===== config.mk =====
export PLATFORM = sky130hd
export DESIGN_NAME = cdma_frame_ctrl
export DESIGN_NICKNAME = d
export VERILOG_FILES = /design/src/rtl/cdma_pkg.sv /design/src/rtl/cdma_chip_cnt.sv /design/src/rtl/cdma_frame_ctrl.sv
export SDC_FILE = /design/constraint.sdc
export NUM_CORES = 1
export LEC_CHECK = 0
export BUFFER_PORTS_ARGS = -buffer_cell sky130_fd_sc_hd__buf_2
export CORE_ASPECT_RATIO = 1.1
export CORE_MARGIN = 4
export CORE_UTILIZATION = 47
export DETAILED_ROUTE_END_ITERATION = 16
export HOLD_SLACK_MARGIN = 0.05
export PLACE_DENSITY = 0.73
export SYNTH_ARGS = -nofsm -noshare
export SYNTH_HDL_FRONTEND = slang
export SYNTH_SLANG_ARGS = --single-unit
export TNS_END_PERCENT = 20

===== constraint.sdc =====
create_clock -name clk_i -period 2.1 [get_ports clk_i]
set_input_delay 0.21 -clock clk_i [delete_from_list [all_inputs] [get_ports clk_i]]
set_output_delay 0.21 -clock clk_i [all_outputs]
set_load 0.1 [all_outputs]

===== src/rtl/cdma_pkg.sv =====
// rtl/cdma_pkg.sv - shared types and constants for the CDMA frame controller (CDMA_PREAMBLE_EN adds the PREAMBLE state)
package cdma_pkg;

    localparam int                SEED_W        = 5;
    localparam logic [SEED_W-1:0] ZERO_SEED     = 5'b00000;
    localparam int                PREAMBLE_BITS = 2;

    typedef enum logic [2:0] {
        ST_IDLE,
        ST_LOAD,
`ifdef CDMA_PREAMBLE_EN
        ST_PREAMBLE,
`endif
        ST_WAIT_BIT,
        ST_SPREAD,
        ST_DONE
    } state_t;

endpackage


===== src/rtl/cdma_chip_cnt.sv =====
// rtl/cdma_chip_cnt.sv - chip-within-bit counter with clear/enable and terminal flag
module cdma_chip_cnt #(
    parameter int CHIPS_PER_BIT = 31,
    localparam int CW = $clog2(CHIPS_PER_BIT)
) (
    input  logic clk_i,
    input  logic rst_i,
    input  logic clr_i,
    input  logic en_i,
    output logic last_o
);

    logic [CW-1:0] cnt_q;

    // clear wins so the terminal chip folds straight back to chip 0
    always_ff @(posedge clk_i or posedge rst_i) begin
        if (rst_i) begin
            cnt_q <= '0;
        end else if (clr_i) begin
            cnt_q <= '0;
        end else if (en_i) begin
            cnt_q <= cnt_q + CW'(1);
        end
    end

    assign last_o = (cnt_q == CW'(CHIPS_PER_BIT - 1));

endmodule


===== src/rtl/cdma_frame_ctrl.sv =====
// rtl/cdma_frame_ctrl.sv - seed/load/signal sequencer for the gold-code spreader (CDMA_PREAMBLE_EN adds a 2-bit preamble)
module cdma_frame_ctrl
    import cdma_pkg::*;
#(
    parameter int CHIPS_PER_BIT = 31,
    parameter int FRAME_BITS    = 8
) (
    input  logic              clk_i,
    input  logic              rst_i,
    input  logic              start_i,
    input  logic [SEED_W-1:0] seed_i,
    input  logic              bit_i,
    input  logic              bit_valid_i,
    output logic              bit_ready_o,
    output logic              load_o,
    output logic [SEED_W-1:0] seed_o,
    output logic              signal_o,
    output logic              chip_en_o,
    output logic              busy_o,
    output logic              done_o,
    output logic              err_o,
    output logic              underrun_o
);

    localparam int BW = $clog2(FRAME_BITS + 1);

    state_t            state_q, state_d;
    logic [SEED_W-1:0] seed_q;
    logic [BW-1:0]     bit_cnt_q;
    logic              bit_q, underrun_q, err_q;
    logic              chip_last, counting, last_bit, transfer, start_ok;

    assign start_ok = (state_q == ST_IDLE) && start_i && (seed_i != ZERO_SEED);
    assign last_bit = (bit_cnt_q == BW'(FRAME_BITS - 1));
    assign transfer = bit_ready_o && bit_valid_i;

`ifdef CDMA_PREAMBLE_EN
    logic pre_last;
    assign pre_last = (bit_cnt_q == BW'(PREAMBLE_BITS - 1));
    assign counting = (state_q == ST_SPREAD) || (state_q == ST_PREAMBLE);
`else
    assign counting = (state_q == ST_SPREAD);
`endif

    cdma_chip_cnt #(.CHIPS_PER_BIT(CHIPS_PER_BIT)) u_chip_cnt (
        .clk_i  (clk_i),
        .rst_i  (rst_i),
        .clr_i  (chip_last || !counting),
        .en_i   (counting),
        .last_o (chip_last)
    );

    always_comb begin
        state_d     = state_q;
        bit_ready_o = 1'b0;
        unique case (state_q)
            ST_IDLE: if (start_ok) state_d = ST_LOAD;
`ifdef CDMA_PREAMBLE_EN
            ST_LOAD: state_d = ST_PREAMBLE;
            ST_PREAMBLE: begin
                if (chip_last && pre_last) begin
                    bit_ready_o = 1'b1;
                    state_d     = bit_valid_i ? ST_SPREAD : ST_WAIT_BIT;
                end
            end
`else
            ST_LOAD: state_d = ST_WAIT_BIT;
`endif
            ST_WAIT_BIT: begin
                bit_ready_o = 1'b1;
                if (bit_valid_i) state_d = ST_SPREAD;
            end
            ST_SPREAD: begin
                // next bit is offered on the terminal chip so back-to-back bits leave no gap
                if (chip_last) begin
                    if (last_bit) begin
                        state_d = ST_DONE;
                    end else begin
                        bit_ready_o = 1'b1;
                        if (!bit_valid_i) state_d = ST_WAIT_BIT;
                    end
                end
            end
            ST_DONE: state_d = ST_IDLE;
            default: state_d = ST_IDLE;
        endcase
    end

    always_ff @(posedge clk_i or posedge rst_i) begin
        if (rst_i) begin
            state_q    <= ST_IDLE;
            seed_q     <= '0;
            bit_q      <= 1'b0;
            bit_cnt_q  <= '0;
            underrun_q <= 1'b0;
            err_q      <= 1'b0;
        end else begin
            state_q <= state_d;
            err_q   <= (state_q == ST_IDLE) && start_i && (seed_i == ZERO_SEED);
            if (start_ok) begin
                seed_q     <= seed_i;
                underrun_q <= 1'b0;
            end
            if (transfer) bit_q <= bit_i;
            if (bit_ready_o && !bit_valid_i && state_q != ST_WAIT_BIT) underrun_q <= 1'b1;
            if (state_q == ST_IDLE) begin
                bit_cnt_q <= '0;
            end else if (chip_last && state_q == ST_SPREAD && !last_bit) begin
                bit_cnt_q <= bit_cnt_q + BW'(1);
            end
`ifdef CDMA_PREAMBLE_EN
            else if (chip_last && state_q == ST_PREAMBLE) begin
                bit_cnt_q <= pre_last ? '0 : bit_cnt_q + BW'(1);
            end
`endif
        end
    end

    assign busy_o     = (state_q != ST_IDLE);
    assign load_o     = (state_q == ST_LOAD);
    assign seed_o     = seed_q;
    assign chip_en_o  = counting;
    assign signal_o   = (state_q == ST_SPREAD) ? bit_q : counting;
    assign done_o     = (state_q == ST_DONE);
    assign err_o      = err_q;
    assign underrun_o = underrun_q;

endmodule

==> results of run 1 <==
-- synth_stat cells (all sizes together) --
| cell | number | area, um^2 |
|---|---|---|
| a21boi | 1 | 7.51 |
| or4 | 1 | 11.3 |
| nand3 | 3 | 15.0 |
| and3b | 1 | 8.76 |
| nor4 | 1 | 6.26 |
| a211oi | 2 | 15.0 |
| xnor2 | 3 | 26.3 |
| dfrtp | 20 | 500 |
| buf | 1 | 5.00 |
| nor2 | 10 | 37.5 |
| mux2i | 3 | 30.0 |
| mux2 | 5 | 60.1 |
| a22o | 1 | 8.76 |
| nand3b | 2 | 15.0 |
| nand2b | 2 | 12.5 |
| a211o | 1 | 8.76 |
| a32o | 1 | 10.0 |
| o211ai | 1 | 21.3 |
| a21oi | 1 | 5.00 |
| nor3 | 7 | 51.3 |
| inv | 6 | 22.5 |
| xor2 | 2 | 17.5 |
| nand4 | 1 | 12.5 |
| nand2 | 5 | 18.8 |
| ha | 3 | 37.5 |
| and2 | 2 | 12.5 |
-- routing by layer --
metal  vias up  share of wire  routed length (um)  GRT usage
met5         -              0                   0          0
met4         0          0.032                  58      0.101
met3         5          0.065                 117     0.0295
met2        21           0.49                 881      0.256
met1       337           0.41                 738      0.170
li1        350              -                   -          -
-- per-stage QoR --
step | worst slack, ps | TNS (ps)
finish | 153 | 0
global route | 37.2 | 0
CTS | 95.2 | 0
detailed placement | 320 | 0
global placement | 362 | 0
floorplan | -529 | -825
-- state kept, by name, summed over array words and instances, names as in the netlist --
| name | flops |
|---|---|
| bit_q | 1 |
| state_q | 3 |
| u_chip_cnt.cnt_q | 5 |
| bit_cnt_q | 4 |
| seed_o | 5 |
| err_o | 1 |
| underrun_o | 1 |
-- cell type report --
cell class / instances / share of cell area
Inverter: 6 / 0.0192
Timing Repair Buffer: 23 / 0.108
Sequential cell: 20 / 0.426
Multi-Input combinational cell: 59 / 0.398
Tap cell: 28 / 0.0299
Clock buffer: 3 / 0.0192
-- worst max-delay path, stage by stage, from the launching register on --
cell and delay, ps:
dfrtp_1 480, nand3b_1 270, inv_1 140, and2_1 120, buf_2 410
-- worst min path at each step --
stage,startpoint,endpoint,slack [ps],cells after the start
2_1_floorplan,rst_i,bit_cnt_q[0],170,1
3_3_place_gp,rst_i,seed_o[3],370,2
3_5_place_dp,rst_i,seed_o[0],380,2
4_1_cts,seed_i[4],err_o,100,2
5_1_grt,seed_i[4],err_o,90,2
6_report,seed_i[4],err_o,120,2
-- power by group --
group          internal, W  switching, W  total, W
registers         0.000447     0.0000666  0.000514
logic             0.000144      0.000519  0.000663
clock network    0.0000670      0.000112  0.000179
-- timing repair --
item,4_1_cts,5_1_grt
gates resized for setup,1,3
pin swaps,0,0
hold endpoints to repair,20,0
endpoints found under the setup margin,1,1
hold buffers,1,0
-- logic make-up (layout without fill, tap and decap cells) --
logic type	count (synthesis)	in the layout	synth area share
simple gates	35	35	0.206
flops	20	20	0.512
compound gates	8	8	0.0781
mux	8	8	0.0922
buf+inv	7	32	0.0282
xor+xnor	5	5	0.0448
fa+ha+maj	3	3	0.0384
==> impl_results.md, run 1 <==
* Initial DRC count at 4
* Via count at roughly 700
* Power Density at approximately 1200 nW/um^2
* Die width at 51.5 um
* Clk root buf: clkbuf_4
* Die height at 55.8 um
* Via-to-Cell Ratio at 5.13
* DIE AREA at 2870 um^2
* Final Instance Count excl. Fillers at roughly 140
* Clock Latency Late Sink at roughly 300 ps
* GP Congestion at 0.741
* Max Slew Vio Count at 0
* Worst hold slack at around 120 ps
* Crit path time final at 1950 ps
* Inserted Clock Buffers at 3
* Kind of critical path: reg2out
* Initial core utilization at 0.489
* Worst-case reg-to-reg path depth at 6
* CP endpoint: signal_o
* GR Util All Layers at 0.153
* Post-Syn Area at between 900 and 1000 um^2
* Rel. slew slack at 0.500
* Final instance area at ~1200 um^2
* Status: finished, final reports clean
* Slew at the pin closest to its max-slew limit at between 700 and 800 ps
* Pleak at roughly 0.60 nW
* Ratio of cells with drive above 1 in the final layout at 0.333
* Synth Register Bits at 20
* Vias in the first global route at 747
* Fin nets at 126
* H-tree depth at 1
* Max Fclk at between 500 and 600 MHz
* Final worst path period share at 0.927
* VDD IR max at 0.000702 V
* CTS tree: built
* Clk_skew at around 3.5 ps
* FF-to-FF setup slack at between 300 and 400 ps
* DRT Pass-1 Iters at 4
* CP Launch Point: state_q[2]
* Hold Fails Final Rpt at 0
* Seq/Total Area, Yosys at 0.512
* Antenna Nets Post-Route at 0
* First-pass GRT wire length at roughly 3200 um
* Syn Area/Cell at about 11 um^2
* Post-CTS Setup Inserts at 0
* RR Startpoint: u_chip_cnt.cnt_q[0]
* Design Power at ~0.0014 W
* Largest net degree at the start of global routing at 21
* Warning count from the yosys run at 0
* Seq. cell area at about 500 um^2
* Post-Synthesis Cells at 86
* Crit end category: output port
* Initial antenna violation count at 0
* Clock Tree Buf Depth at 2
* Core area at between 1500 and 2000 um^2
* CP arrival at 1740 ps
* Req. time, crit path at between 1500 and 2000 ps
* DP Cell Count at between 100 and 150
* Synth-to-Final Area Change at 20.1%
* Setup violators final at 0
* Post-DP HPWL at about 1400 um
* Worst hold path class: in2reg
* GR Overflow Total at 0
* Commonest non-fill, non-tap cells in the layout: 21 x buf_2, 20 x dfrtp_1, 10 x nor2_1, 6 x inv_1, 5 x nand2_1
* Syn_nets at 99
* Fin util at 0.587
* Core Rows at 17
* Fill count at between 150 and 200
* Post-synth cell types at 29
* Worst-path clk slew at ~100 ps
* RSZ-0062 raised after global routing: false
* Placed cell area at between 1000 and 1500 um^2
* Antenna cell count at 0
* Footprint of the multi-input gates at around 470 um^2
* Routed Wire Length at 1800 um
* Max Cap Viol at 0
* Input/output buffers at 22
* Clock sink count at 20
* Drt wl/cell at between 10 and 15 um
* Top Ports at 23
* CP Max Fanout at 7
* Nature of the critical path startpoint: flip-flop
* Reg2reg end: bit_q
* Drc violations at 0
* Most common cell after layout, fill and taps aside: buf_2
Power figures use the tool's default switching activity.
==> inputs of run 2 (changes only) <==
ABC_AREA = 1   (was not set)
PLACE_DENSITY = 0.72   (was 0.73)
==> run 2 against run 1 <==
Effect of this change: flip-flop and latch count unchanged; sequential share of layout area decreased by 2.2 points; critical path depth rose by 3; combinational power grew 78%; register-to-register slack gained 310 ps; setup slack better by 11 ps; largest power group unchanged; area after synthesis rose by 8.8%; fmax grew 0.57%; count of clock-buffer cells in the layout did not move; clock skew hardly changed; synthesized cell count increased by 47%.
==> impl_results.md, run 2 <==
* Status: finished, final reports clean
* Via-to-Cell Ratio at 4.83 (-5.8%)
* RSZ-0062 raised after global routing: false
* GR Overflow Total at 0 (unchanged)
* Largest net degree at the start of global routing at 21 (unchanged)
* Initial DRC count at 23 (+19)
* GP Congestion at 0.854 (+15%)
* Synth-to-Final Area Change at 16.5%
* Post-Synth XOR/XNOR Area at 0.0247 (-0.0201)
* Clock Tree Buf Depth at 2 (unchanged)
* Compound-Gate Fraction of Synth Area at 0.0482 (-0.0299)
* Kind of critical path: reg2out
* Ratio of cells with drive above 1 in the final layout at 0.278 (-0.0552)
* Synth Register Bits at 20 (unchanged)
* Top cells by count, synth: 32 x nand2_1, 20 x dfrtp_1, 15 x inv_1, 15 x nor2_1, 11 x nand3_1
* Max Cap Viol at 0 (unchanged)
* Antenna cell count at 0 (unchanged)
* Initial core utilization at 0.510 (+0.0215)
* Fin worst setup slack at 164 ps (+11.0 ps)
* Initial antenna violation count at 0 (unchanged)
* Synth area leaders: dfrtp_1 47%, nand2_1 11%, inv_1 5.3%, nor2_1 5.3%, nand3_1 5.2%
* Top Ports at 23 (unchanged)
* Crit end category: output port
* Core Rows at 17 (unchanged)
* Via count at 865 (+21%)
* Req. time, crit path at 1890 ps (about the same)
* DRT Pass-1 Iters at 4 (unchanged)
* Pleak at 0.702 nW (+18%)
* Post-CTS Setup Inserts at 0 (unchanged)
* Most common cell after layout, fill and taps aside: nand2_1
* PostCTS Resize Cnt at 0 (-1)
* Fill count at 217 (+20%)
* Syn Area/Cell at 8.44 um^2 (-26%)
* Routed Wire Length at 2000 um (+11%)
* Drc violations at 0 (unchanged)
* Crit path time final at 1940 ps (-11.0 ps)
* Post-Synthesis Cells at 126 (+47%)
* Worst hold path class: in2async
* Post-synth cell types at 21 (-28%)
* Antenna Nets Post-Route at 0 (unchanged)
* Cell taking the most area after synthesis: dfrtp_1
* Most used routing layer in global routing: met2
* Max Slew Vio Count at 0 (unchanged)
* Hold Fails Final Rpt at 0 (unchanged)
* Inserted Clock Buffers at 3 (unchanged)
* Slew at the pin closest to its max-slew limit at 743 ps (-5.86 ps)
* Seq/Total Area, Yosys at 0.471 (-0.0416)
* Die height at 57.9 um (+3.7%)
* Input/output buffers at 22 (unchanged)
* H-tree depth at 1 (unchanged)
* Fraction of registers with async set/reset at 1.00 (unchanged)
* Count leader, synth: nand2_1
* Dpl ws at 401 ps (+80.5 ps)
* Hold_buf cts at 0 (-1)
* Number of synthesized flops with an enable pin at 0 (unchanged)
* Clk_skew at 3.51 ps (+0.0464 ps)
* Post-Syn Area at 1060 um^2 (+8.8%)
* Warning count from the yosys run at 0 (unchanged)
* Fin nets at 166 (+32%)
* Final instance area at 1240 um^2 (+5.5%)
* VDD IR max at 0.00110 V (+57%)
* First-pass GRT wire length at 3510 um (+8.3%)
* Simple-Gate Fraction of Synth Area at 0.365 (+0.159)
* Mux contribution to synthesized area at 0 (-0.0922)
* Adder-cell share of the synthesized area at 0.0353 (-0.00312)
* Top_reg_cell synth: dfrtp_1
* CP arrival at 1730 ps (about the same)
* CTS tree: built
* Syn_nets at 139 (+40%)
* Drt wl/cell at 11.2 um (-14%)
* Fin util at 0.594 (+0.00725)
* Vias in the first global route at 849 (+14%)
* Placed cell area at 1210 um^2 (+8.1%)
* Nature of the critical path startpoint: flip-flop
* Clock sink count at 20 (unchanged)
* Post-DP HPWL at 1580 um (+17%)
* Setup violators final at 0 (unchanged)
* Main combinational cell family by area after synthesis: simple AND/OR/NAND/NOR gates
* Final worst path period share at 0.922 (-0.00524)
* Core area at 2080 um^2 (+4.3%)
* Worst-path clk slew at 100 ps (about the same)
* GR Layer Usage met2 at 0.250 (-0.00593)
* Share of the synthesized area in the top cell type at 0.471 (-0.0416)
* GR Util All Layers at 0.150 (-0.00237)
* Die width at 53.4 um (+3.7%)
* Clock Latency Late Sink at 290 ps (about the same)
* CP Max Fanout at 7 (unchanged)
* GR Util met1 at 0.190 (+0.0206)
* Clk root buf: clkbuf_4
* Power Density at 1550 nW/um^2 (+34%)
* Max Fclk at 516 MHz (+0.57%)
* Commonest non-fill, non-tap cells in the layout: 32 x nand2_1, 21 x buf_2, 20 x dfrtp_1, 15 x inv_1, 15 x nor2_1
* Rel. slew slack at 0.504 (+0.00391)
* Met3 Use GR at 0.0463 (+0.0168)
* DIE AREA at 3090 um^2 (+7.5%)
==> run 2: layout make-up <==
class / count / area [um^2] / share of cell area
well taps: 28 / 35.0 / 0.0283
multi-input cells: 90 / 508 / 0.410
inverters: 16 / 60.1 / 0.0485
clock buffers: 3 / 22.5 / 0.0182
flip-flops and latches: 20 / 500 / 0.404
repair buffers: 22 / 113 / 0.0909
==> run 2: kinds of logic after synthesis <==
group / Yosys count
simple gates: 76
flops: 20
fa+ha+maj: 3
buf+inv: 16
xor+xnor: 3
compound gates: 8
==> run 2: worst max-delay path, cell delays in order (launching register included) <==
cell and delay [ps]:
dfrtp_1 420, ha_1 230, nand2_1 90, nor2_1 70, nor2_4 120, nand2_4 90
nand2_2 80, clkbuf_4 330
==> run 2: power by group <==
part / total, W / switching (W) / internal [W]
sequential: 0.000559 / 0.0000803 / 0.000479
combinational: 0.00118 / 0.000967 / 0.000217
clock: 0.000174 / 0.000107 / 0.0000668
==> run 2: worst paths after layout <==
path	startpoint	to	slack, ps	depth (start not counted)
hold / removal	rst_i	u_chip_cnt.cnt_q[4]	30	2
setup reg to reg	bit_cnt_q[0]	bit_cnt_q[2]	670	8
setup / recovery	bit_cnt_q[0]	bit_ready_o	160	7
max in group asynchronous	rst_i	seed_o[4]	1610	2
min in group clk_i	bit_i	bit_q	140	3
hold reg to reg	seed_o[0]	seed_o[0]	490	2
==> run 2: stage by stage <==
step	hold WS [ps]	total power [W]	TNS, ps	cells
after global placement	378	0.00173	0	176
after global routing	87.8	0.00203	0	179
after floorplan	174	0.00157	-221	126
after detailed placement	376	0.00175	0	176
after CTS	55.5	0.00193	0	179
final	26.5	0.00192	0	179
==> run 2: metal layers <==
metal,vias up,part of all wire,routed length (um)
li1,447,-,-
met1,395,0.46,917
met4,0,0.0060,12
met5,-,0,0
met3,2,0.047,94
met2,21,0.49,973
==> inputs of run 3 (changes only) <==
clock period = 2.3 ns   (was 2.1 ns; I/O delays follow)
==> run 3 against run 2 <==
Effect of this change: register-to-register slack improved by 200 ps; power fell by 9.0%; combinational power fell by 9%; clock power fell by 8%; setup slack improved by 85 ps; wire length rose by 0.20%; die area did not move; non-clock buffer count did not move; critical path type unchanged; critical endpoint unchanged; largest power group unchanged.
==> impl_results.md, run 3 (same netlist as run 2, synthesis figures left out) <==
* Status: finished, final reports clean
* Hold Fails Final Rpt at 0 (unchanged)
* Fin nets at 166 (unchanged)
* Final worst path period share at 0.892
* PostCTS Resize Cnt at 0 (unchanged)
* Die width at 53.4 um (unchanged)
* Clock Tree Buf Depth at 2 (unchanged)
* DP Cell Count at 176 (unchanged)
* Final Instance Count excl. Fillers at 179 (unchanged)
* Synth-to-Final Area Change at 16.2%
* Nature of the critical path startpoint: flip-flop
* Clk root buf: clkbuf_4
* Worst path bufs/invs at 1 (unchanged)
* Vias in the first global route at 849 (unchanged)
* Initial core utilization at 0.510 (unchanged)
* Via-to-Cell Ratio at 4.88 (+1.0%)
* H-tree depth at 1 (unchanged)
* Fin util at 0.593 (-0.00120)
* Antenna Nets Post-Route at 0 (unchanged)
* GR Util All Layers at 0.150 (unchanged)
* Most common cell after layout, fill and taps aside: nand2_1
* Antenna cell count at 0 (unchanged)
* CTS tree: built
* Fin worst setup slack at 249 ps (+85.0 ps)
* Input/output buffers at 22 (unchanged)
* Clk_skew at 2.62 ps (-0.885 ps)
* Slew at the pin closest to its max-slew limit at 744 ps (+0.905 ps)
* Kind of critical path: reg2out
* Post-DP HPWL at 1580 um (unchanged)
* Drc violations at 0 (unchanged)
* Worst-path clk slew at 100 ps (about the same)
* Core area at 2080 um^2 (unchanged)
* Initial DRC count at 22 (-4.3%)
* VDD IR max at 0.00101 V (-8.6%)
* Max Fclk at between 400 and 500 MHz
* Critical Path, Cell by Cell: ha_1 > nand2_1 > nor2_1 > nor2_4 > nand2_4 > nand2_2 > buf_2
* Largest stage delay on the critical path at 420 ps (about the same)
* Clock sink count at 20 (unchanged)
* Setup violators final at 0 (unchanged)
* Die height at 57.9 um (unchanged)
* Post-CTS Setup Inserts at 0 (unchanged)
* Power Density at 1410 nW/um^2 (-8.8%)
* Dpl ws at 581 ps (+180 ps)
* GR Overflow Total at 0 (unchanged)
* Req. time, crit path at 2070 ps (+180 ps)
* Inserted Clock Buffers at 3 (unchanged)
* DIE AREA at 3090 um^2 (unchanged)
* Crit path time final at roughly 2100 ps
* Via count at 874 (+1.0%)
* Hold_buf cts at 0 (unchanged)
* CP arrival at 1820 ps (+90 ps)
* Pleak at 0.702 nW (about the same)
* Placed cell area at 1210 um^2 (unchanged)
* CP top delay family: simple AND/OR/NAND/NOR gates
* Drt wl/cell at 11.2 um (+0.20%)
* CP max stage cell: dfrtp_1
* DRT Pass-1 Iters at 6 (+2)
* Final instance area at 1240 um^2 (-0.20%)
* Largest net degree at the start of global routing at 21 (unchanged)
* RSZ-0062 raised after global routing: false
* Routed Wire Length at 2000 um (+0.20%)
* Setup TNS at 0 ps (unchanged)
* Fill count at 218 (+0.46%)
* Core Rows at 17 (unchanged)
* Initial antenna violation count at 0 (unchanged)
* Max Slew Vio Count at 0 (unchanged)
* First-pass GRT wire length at 3510 um (unchanged)
* Crit end category: output port
* CP Max Fanout at 7 (unchanged)
* Top Ports at 23 (unchanged)
* Max Cap Viol at 0 (unchanged)
* Worst hold path class: in2async
* Clock Latency Late Sink at 290 ps (about the same)
* Rel. slew slack at 0.504 (-0.000603)
* Ratio of cells with drive above 1 in the final layout at 0.278 (unchanged)
* Commonest non-fill, non-tap cells in the layout: 32 x nand2_1, 22 x buf_2, 20 x dfrtp_1, 15 x inv_1, 15 x nor2_1
* GP Congestion at 0.854 (unchanged)
## run 3: metrics by stage
step,hold WS [ps],power [W]
2_1_floorplan,194,0.00143
3_3_place_gp,398,0.00158
3_5_place_dp,396,0.00160
4_1_cts,75.5,0.00176
5_1_grt,108,0.00185
6_report,44.1,0.00174
## run 3: cell type report
type,instances,area (um^2),share of cell area
multi-input combinational,90,508,0.411
timing repair buffer,22,110,0.0891
sequential,20,500,0.405
tap,28,35.0,0.0283
clock buffer,3,22.5,0.0182
inverter,16,60.1,0.0486
## run 3: where the power goes
group / internal (W) / total (W) / switching [W]
sequential: 0.000437 / 0.000510 / 0.0000730
clock: 0.0000610 / 0.000160 / 0.0000991
combinational: 0.000193 / 0.00107 / 0.000881
## run 3: metal layers
layer / share of wire / GRT usage / vias to the layer above / wire, um
met5: 0 / 0 / - / 0
met4: 0.0060 / 0.0292 / 0 / 12
met1: 0.45 / 0.190 / 402 / 902
li1: - / - / 447 / -
met3: 0.051 / 0.0463 / 2 / 102
met2: 0.49 / 0.250 / 23 / 983
## run 3: path summary, 6_finish.rpt
check | startpoint | endpoint | slack [ps] | cells after the start
min in group clk_i | seed_i[1] | seed_o[1] | 160 | 3
min reg2reg | seed_o[0] | seed_o[0] | 490 | 2
max in group asynchronous | rst_i | seed_o[4] | 1790 | 2
min | rst_i | u_chip_cnt.cnt_q[4] | 40 | 2
max reg2reg | bit_cnt_q[0] | bit_cnt_q[2] | 870 | 8
max | bit_cnt_q[0] | bit_ready_o | 250 | 7
